### config.mk
export PLATFORM = sky130hd
export DESIGN_NAME = despacho_registradores
export DESIGN_NICKNAME = d
export VERILOG_FILES = /design/src/rtl/despacho_registradores.sv
export SDC_FILE = /design/constraint.sdc
export NUM_CORES = 1
export LEC_CHECK = 0
export CAP_MARGIN = 20
export CORE_MARGIN = 10
export CORE_UTILIZATION = 30
export DETAILED_ROUTE_END_ITERATION = 8
export PLACE_DENSITY = 0.64
export SYNTH_ARGS = -nofsm -noshare
export SYNTH_HDL_FRONTEND = slang
export SYNTH_SLANG_ARGS = --single-unit
### constraint.sdc
create_clock -name clock -period 2.75 [get_ports clock]
set_clock_uncertainty 0.15 [all_clocks]
set_input_delay 0.55 -clock clock [delete_from_list [all_inputs] [get_ports clock]]
set_output_delay 0.55 -clock clock [all_outputs]
set_load 0.01 [all_outputs]
### src/rtl/despacho_registradores.sv
// despacho_registradores: routes a register-file read value to memory, output port, HD or PC by `controle`.
// Latency: request accepted at edge N, strobe / hd_req valid from N+1.
// Backpressure: `ocupado` stalls the control unit while an HD write awaits hd_ack; other destinations accept every cycle.
//
// Ports:
//   clock, reset       single rising-edge clock, synchronous active-high reset
//   inicio, controle   request valid and destination (001 mem, 011 output, 010 HD, 100 PC, others none)
//   dado_reg, endereco value to write and target address
//   mem_*              memory store strobe + data/address
//   saida_*            output-port strobe + latched value
//   hd_*               HD write req/ack handshake, data/address held while hd_req=1
//   pc_*               PC load strobe + value
//   ocupado, erro_hd   stall while HD write outstanding; sticky HD timeout flag
//
// Optional feature: define HD_TIMEOUT_EN to build the hd_ack timeout counter and erro_hd.
// Without it the HD wait is unbounded, erro_hd is 0 and HD_TIMEOUT is unused.
module despacho_registradores #(
    parameter int DATA_W     = 32,
    parameter int HD_TIMEOUT = 255
) (
    input  logic              clock,
    input  logic              reset,
    input  logic              inicio,
    input  logic [2:0]        controle,
    input  logic [DATA_W-1:0] dado_reg,
    input  logic [DATA_W-1:0] endereco,
    output logic              ocupado,
    output logic              mem_we,
    output logic [DATA_W-1:0] mem_dado,
    output logic [DATA_W-1:0] mem_endereco,
    output logic              saida_valido,
    output logic [DATA_W-1:0] saida_dado,
    output logic              hd_req,
    input  logic              hd_ack,
    output logic [DATA_W-1:0] hd_dado,
    output logic [DATA_W-1:0] hd_endereco,
    output logic              pc_load,
    output logic [DATA_W-1:0] pc_dado,
    output logic              erro_hd
);

    localparam logic [2:0] CTL_MEM   = 3'b001;
    localparam logic [2:0] CTL_SAIDA = 3'b011;
    localparam logic [2:0] CTL_HD    = 3'b010;
    localparam logic [2:0] CTL_PC    = 3'b100;

    typedef enum logic {
        OCIOSO    = 1'b0,
        HD_ESPERA = 1'b1
    } estado_t;

    estado_t estado;
    estado_t estado_prox;

    logic aceita;
    logic hd_inicia;   // HD request accepted this cycle
    logic hd_conclui;  // ack seen while waiting
    logic hd_expira;   // wait budget exhausted without ack
    logic hd_estouro;  // counter sits at its limit

    // Stall is a pure state decode so it never glitches with inputs.
    assign ocupado = (estado == HD_ESPERA);
    assign aceita  = inicio && !ocupado;

`ifdef HD_TIMEOUT_EN
    localparam int CNT_W = (HD_TIMEOUT > 0) ? $clog2(HD_TIMEOUT + 1) : 1;
    localparam logic [CNT_W-1:0] CNT_MAX = CNT_W'(HD_TIMEOUT);

    logic [CNT_W-1:0] contador;
    logic             erro_q;

    assign hd_estouro = (contador == CNT_MAX);
    assign erro_hd    = erro_q;

    // Counter saturates at CNT_MAX; reaching it ends the wait, so it never wraps.
    always_ff @(posedge clock) begin
        if (reset) begin
            contador <= '0;
            erro_q   <= 1'b0;
        end else begin
            if (hd_inicia) begin
                contador <= '0;
            end else if ((estado == HD_ESPERA) && !hd_ack && !hd_estouro) begin
                contador <= contador + CNT_W'(1);
            end
            if (hd_expira) begin
                erro_q <= 1'b1;
            end
        end
    end
`else
    logic unused_timeout;
    assign unused_timeout = (HD_TIMEOUT != 0);
    assign hd_estouro     = 1'b0;
    assign erro_hd        = 1'b0;
`endif

    always_ff @(posedge clock) begin
        if (reset) begin
            estado <= OCIOSO;
        end else begin
            estado <= estado_prox;
        end
    end

    // Ack takes priority over the timeout so a late-but-valid ack never flags an error.
    always_comb begin
        estado_prox = estado;
        hd_inicia   = 1'b0;
        hd_conclui  = 1'b0;
        hd_expira   = 1'b0;
        case (estado)
            OCIOSO: begin
                if (aceita && (controle == CTL_HD)) begin
                    hd_inicia   = 1'b1;
                    estado_prox = HD_ESPERA;
                end
            end
            HD_ESPERA: begin
                if (hd_ack) begin
                    hd_conclui  = 1'b1;
                    estado_prox = OCIOSO;
                end else if (hd_estouro) begin
                    hd_expira   = 1'b1;
                    estado_prox = OCIOSO;
                end
            end
            default: estado_prox = OCIOSO;
        endcase
    end

    // Strobes default low every cycle; data registers move only on their own command.
    always_ff @(posedge clock) begin
        if (reset) begin
            mem_we       <= 1'b0;
            mem_dado     <= '0;
            mem_endereco <= '0;
            saida_valido <= 1'b0;
            saida_dado   <= '0;
            pc_load      <= 1'b0;
            pc_dado      <= '0;
            hd_req       <= 1'b0;
            hd_dado      <= '0;
            hd_endereco  <= '0;
        end else begin
            mem_we       <= 1'b0;
            saida_valido <= 1'b0;
            pc_load      <= 1'b0;
            if (aceita) begin
                case (controle)
                    CTL_MEM: begin
                        mem_we       <= 1'b1;
                        mem_dado     <= dado_reg;
                        mem_endereco <= endereco;
                    end
                    CTL_SAIDA: begin
                        saida_valido <= 1'b1;
                        saida_dado   <= dado_reg;
                    end
                    CTL_PC: begin
                        pc_load <= 1'b1;
                        pc_dado <= dado_reg;
                    end
                    default: begin
                    end
                endcase
            end
            if (hd_inicia) begin
                hd_req      <= 1'b1;
                hd_dado     <= dado_reg;
                hd_endereco <= endereco;
            end else if (hd_conclui || hd_expira) begin
                hd_req <= 1'b0;
            end
        end
    end

endmodule
; After elaboration in Yosys (flattened, before gate mapping)
; Index checks and enable logic that the tools add are counted.
[classes]
muxes = 11
addsub = 0
n_div = 0
order_cmp = 0
reduce_logical = 8
n_eq_ne = 4
shift = 0
bitwise_logic = 2
mul = 0
[ops]
columns = operator, count
row1 = two-way mux 1 bit, 10
row2 = "== test 3 x 2 -> 1 bit, second input constant", 2
row3 = AND reduction 2 bit, 3
row4 = "== test 3 x 1 -> 1 bit, second input constant", 1
row5 = "== test 3 bit, second input constant", 1
row6 = logical AND 1 bit, 2
row7 = NOT 1 bit, 2
row8 = case mux 1 bit (2 select lines), 1
row9 = nonzero test 2 bit, 1
row10 = OR reduction 2 bit, 1
row11 = logical NOT 1 bit, 1
[word_totals]
output_inout_bits = 198
romBits = 0
ramBits = 0
regBits = 197
mem_count = 0
latch_bits = 0
in_bits = 71

; Logic depth before layout (Yosys ltp)
; Gate-level depths: netlist of run 1.
[logic_depth]
depth_word = 6
depth_mapped = 5
ltp_nobuf = 3

; Worst setup path after synthesis of run 1
; Ideal clock, no wire load.
[synth_path]
path_kind = input-to-reg
from = input reset
to = register pc_dado[0]
t_arrival_ns = 1.409
n_path_buf = 3
setup_slack_ns = 1.063
path_stages = 5
path_cell_list = clkbuf_1 > clkbuf_1 > clkbuf_1 > nand2b_1 > mux2i_1
[synth_rtl]
columns = element, line
row1 = start: declaration, 22  ; input logic reset,
row2 = end signal: assignment, 162  ; pc_dado <= dado_reg;
row3 = end: declaration, 38  ; output logic [DATA_W-1:0] pc_dado,

; Worst setup path after layout of run 1
[layout_path]
from = register estado, in the netlist ocupado
to = output ocupado
[layout_rtl]
columns = element, line
row1 = start: declaration, 52  ; estado_t estado;
row2 = start signal: assignment, 102  ; estado <= estado_prox;
row3 = end: declaration, 27  ; output logic ocupado,
; No word-level cell between the ends.

==> results of run 1 <==
[cells by family after synthesis]
logic type / share of synthesized area
flip-flops: 0.501
buffers and inverters: 0.0381
other: 0.000476
AO/OA/AOI/OAI: 0.00127
AND/OR/NAND/NOR: 0.216
multiplexers: 0.244
[cell usage in the layout, fill, tap and decap left out, types with 3 or more instances in the layout]
cell type	count
dfxtp_1	197
nor2_1	3
nand2b_1	257
buf_12	6
clkdlybuf4s50_1	266
buf_4	6
mux2i_1	192
clkbuf_16	17
inv_6	6
[cell type report]
cell class                      instances  share of cell area
Clock inverter                         14              0.0141
Timing Repair Buffer                  278               0.248
Antenna cell                            2            0.000438
Sequential cell                       197               0.345
Clock buffer                           18              0.0376
Multi-Input combinational cell        465               0.318
Tap cell                              335              0.0367
[sequential cells by signal (all words and copies together) (netlist names), 32 cells and up]
name / flops
mem_dado: 32
saida_dado: 32
hd_dado: 32
pc_dado: 32
hd_endereco: 32
mem_endereco: 32
[worst paths after layout]
check / cells after the start / to / start
min: 2 / hd_req / hd_req
min reg2reg: 2 / hd_req / hd_req
max reg2reg: 4 / hd_endereco[11] / ocupado
max: 1 / ocupado / ocupado
[per-stage QoR]
step	power, mW	setup slack, ns	utilization	cell area, µm²	cells
2_1_floorplan	3.28	1.06	-	7880	712
3_5_place_dp	3.59	0.216	0.417	10800	1275
5_1_grt	6.30	0.507	0.440	11400	1308
6_report	6.05	0.561	0.440	11400	1309
4_1_cts	6.16	0.521	0.439	11400	1307
3_3_place_gp	3.59	0.294	0.417	10800	1275
[metal layers]
| metal | share of wire | up-vias | track usage |
|---|---|---|---|
| li1 | - | 2833 | - |
| met1 | 0.44 | 2626 | 0.162 |
| met2 | 0.46 | 170 | 0.221 |
| met3 | 0.082 | 17 | 0.0565 |
| met4 | 0.016 | 0 | 0.0384 |
| met5 | 0 | - | 0 |
[Yosys cell counts (all sizes together)]
master,count
a21oi,2
and3,1
and3b,1
buf,22
clkbuf,28
conb,1
dfxtp,197
mux2i,192
nand2,3
nand2b,257
nand3,1
nand3b,2
nor2,3
nor3b,1
nor4b,1
[power by group through the flow]
stage / Clock [mW] / Combinational, mW / Sequential, mW
4_1_cts: 2.64 / 0.580 / 2.95
2_1_floorplan: 0 / 0.244 / 3.04
3_5_place_dp: 0 / 0.577 / 3.01
3_3_place_gp: 0 / 0.577 / 3.01
6_report: 2.53 / 0.567 / 2.95
5_1_grt: 2.74 / 0.611 / 2.95
==> impl_metrics.toml, run 1 <==
[status]
status = "complete, no violations"

[synthesis]
synthesis.area_um2 = 7880
synth_cell_type_count = 17
synthesis.instances = 712
synth_area_leaders = "dfxtp_1 (50%), mux2i_1 (24%), nand2b_1 (20%), buf_6 (1.7%), clkbuf_1 (1.3%)"
syn_avg_cell_area_um2 = 11.1
synth_fp_nets = 783
synth_top_cell_by_area = "dfxtp_1"
yosysWarningCount = 0
yosys_register_bits = 197
synth_top_cell_area_share = 0.501
synth_seq_area_share = 0.501

[detailed_routing]
drt-wirelength-per-cell_um = 17.7
detail_route.iter0.violations = 211
detail_route.wirelength_um = 23200
viasPerCell = 4.31
postRouteAntennaNets = 0
via_count = 5646
detailedRoute.firstPassIterationCount = 4
drt_drc_violations_left = 0

[critical_path]
crit_path_end_kind = "output port"
critical_path.n_buffers_inverters = 1
category_of_the_critical_setup_timing_path = "reg -> out"
crit_path_max_incr_delay_ns = 0.60
timing.critical_path.arrival_ns = 1.49
worst_setup_path_start_kind = "flip-flop"
setup.reg_to_reg.worst_slack_ns = 0.86
crit_fanout = 5
slowest_stage = "clkdlybuf4s50_1"
worst_ep_required_time_ns = 2.05
crit_path_cell_trace = "clkdlybuf4s50_1"
cpLargestDelayFamily = "buffers and inverters"

[die]
die_width_um = 182
die_area_um2 = 33100
placementRows = 59
coreArea_um2 = 26000
starting_density = 0.303
chipHeight_um = 182
io_pins = 269

[power]
psw_mw = 1.51
combinational_fraction_of_design_power = 0.094
p_int_mw = 4.54
vdd_ir_drop_max_uv = 350
power.leakage_nw = 4.72
p_clk_frac = 0.419
power.density_nw_per_um2 = 529
seqPwrFrac = 0.487
sw_share = 0.249

[clocking]
htree_num_levels = 4
total_clock_buffers_created_by_cts = 17
cts.repair.resized = 0
cts_tree = "done"
ctsRootBufferMaster = "clkbuf_16"
postCtsSetupBuffers = 0
clock-sinks = 197
worst_setup_hold_path_clk_slew_ns = 0.07
worstSkewPairLatency_ns = 0.41
cts-hold-fix-buffers = 0
clock_path_buffers = 2

[place]
port_buffer_count = 267
dp.final_hpwl_um = 16300
routabilityCongestion = 0.729

[global_route]
grt_max_degree = 93
first_global_vias = 5865
antenna_violations_before_repair = 2
grt_remaining_overflow = 0
grt_pass1_wl_um = 35900
globalRouteTotalUtil = 0.136

[timing]
max_slew.worst_pin.slew_ns = 0.840
post-route-period-util = 0.796
grt_setup_unrepaired = "false"
final_critical_period_ns = 2.19
hold_ws_ns = 0.311
slew_headroom = 0.440
max_freq_mhz = 457
timing.final.setup_violations = 0
fin_tns_setup_ns = 0
final_max_slew_viol_count = 0
hold_viol = 0

[cells_and_area]
final_nets = 1030
final-seq-area_um2 = 3940
filler_cell_count = 2470
drive_gt1_frac = 0.0484
areaGrowthSynthToFinish_pct = 45.0
multiInputGateArea_um2 = 3640

[job]
cap_violations = 0

[worst_hold_path]
min-delay-path-class = "reg -> reg"
Power figures use the tool's default switching activity.
==> run 2, diff against run 1 <==
Clock period 2.75 ns to 2.2 ns, I/O delays scaled along.
==> impl_metrics.toml, run 2 (same netlist as run 1, synthesis figures left out) <==
[power]
power.density_nw_per_um2 = 664
vdd_ir_drop_max_uv = 381
power.leakage_nw = 4.83
power.total_mw = 7.72

[clocking]
clock-sinks = 197
total_clock_buffers_created_by_cts = 17
postCtsSetupBuffers = 0
ctsRootBufferMaster = "clkbuf_16"
cts-hold-fix-buffers = 0
worstSkewPairLatency_ns = 0.41
worst_setup_hold_path_clk_slew_ns = 0.07
htree_num_levels = 4
cts.repair.resized = 0
clock_path_buffers = 2
cts_tree = "done"

[detailed_routing]
detailedRoute.firstPassIterationCount = 4
detail_route.iter0.violations = 199
postRouteAntennaNets = 0
viasPerCell = 4.30
detail_route.wirelength_um = 23100
drt-wirelength-per-cell_um = 17.5
drt_drc_violations_left = 0
via_count = 5672

[critical_path]
category_of_the_critical_setup_timing_path = "reg -> out"
timing.critical_path.arrival_ns = 1.50
crit_path_max_incr_delay_ns = 0.60
crit_path_end_kind = "output port"
critical_path.n_buffers_inverters = 1
cpLargestDelayFamily = "buffers and inverters"
crit_path_cell_trace = "clkdlybuf4s50_1"
worst_setup_path_start_kind = "flip-flop"
slowest_stage = "clkdlybuf4s50_1"
worst_ep_required_time_ns = 1.61
crit_fanout = 5

[place]
dp.final_hpwl_um = 16800
routabilityCongestion = 0.734
port_buffer_count = 267
dpl_cell_area_um2 = 11000

[cells_and_area]
final_nets = 1042
filler_cell_count = 2484
final-seq-area_um2 = 3940
utilization = 0.447
commonest_cells_after_routing_fill_and_taps_aside = "clkdlybuf4s50_1 (266), nand2b_1 (257), dfxtp_1 (197)"
areaGrowthSynthToFinish_pct = 47.6
multiInputGateArea_um2 = 3640
drive_gt1_frac = 0.0600
layout_cell_area_excl_fill_um2 = 11600
layout.cells.most_common = "clkdlybuf4s50_1"

[timing]
hold_viol = 0
post-route-period-util = 0.949
timing.final.setup_violations = 0
max_freq_mhz = 479
grt_setup_unrepaired = "false"
final_max_slew_viol_count = 0
final_critical_period_ns = 2.09

[global_route]
grt_remaining_overflow = 0
grt_pass1_wl_um = 35800
first_global_vias = 5859
globalRouteTotalUtil = 0.136
antenna_violations_before_repair = 2
grt_max_degree = 85

[die]
io_pins = 269
die_width_um = 182
coreArea_um2 = 26000
die_area_um2 = 33100
chipHeight_um = 182
placementRows = 59
starting_density = 0.303

[job]
cap_violations = 0

[status]
status = "complete, no violations"

[worst_hold_path]
min-delay-path-class = "in -> reg"
==> run 2: cell count changes in the layout (fill, tap and decap cells not counted) <==
| cell | before | now |
|---|---|---|
| clkinvlp_4 | 2 | 0 |
| buf_12 | 6 | 12 |
| inv_8 | 2 | 4 |
| bufinv_16 | 1 | 2 |
| buf_4 | 6 | 12 |
| clkbuf_8 | 0 | 1 |
| clkinv_8 | 2 | 3 |
| inv_6 | 6 | 3 |
| clkbuf_1 | 1 | 0 |
==> run 2: through the flow <==
stage / setup TNS [ns] / setup slack, ns / instances / hold slack, ns
after floorplan: 0 / 0.623 / 712 / 0.331
after global placement: -0.00947 / -0.00527 / 1287 / 0.296
after CTS: 0 / 0.0668 / 1318 / 0.262
final: 0 / 0.112 / 1320 / 0.282
after global routing: 0 / 0.0563 / 1319 / 0.294
after detailed placement: -0.346 / -0.0328 / 1287 / 0.301
==> run 2: cell type report <==
class / count / share of cell area
sequential: 197 / 0.339
multi-input combinational: 465 / 0.313
clock buffer: 18 / 0.0378
antenna: 2 / 0.000430
timing repair buffer: 290 / 0.257
clock inverter: 13 / 0.0163
tap: 335 / 0.0361
==> run 2: path summary, 6_finish.rpt <==
check / cells after the start / startpoint / to / slack (ns)
max: 1 / ocupado / ocupado / 0.11
min reg2reg: 2 / hd_req / hd_req / 0.31
min: 3 / reset / mem_endereco[23] / 0.28
max reg2reg: 4 / ocupado / hd_endereco[23] / 0.46
==> run 2: worst register-to-register path, cell delays in order (launching register included) <==
cell	delay, ns
dfxtp_1	0.39
nor3b_4	0.35
nand3b_1	0.25
buf_12	0.25
mux2i_1	0.24
==> run 2: where the power goes <==
part	switching [mW]	internal [mW]
combinational	0.304	0.424
sequential	0.0415	3.64
clock	1.53	1.78
total	1.88	5.84
==> run 2: layer usage <==
layer | wire length (µm) | global-route usage | vias to the layer above
met3 | 1970 | 0.0571 | 10
met4 | 248 | 0.0358 | 0
li1 | - | - | 2857
met1 | 10000 | 0.163 | 2650
met5 | 0 | 0 | -
met2 | 10900 | 0.220 | 155
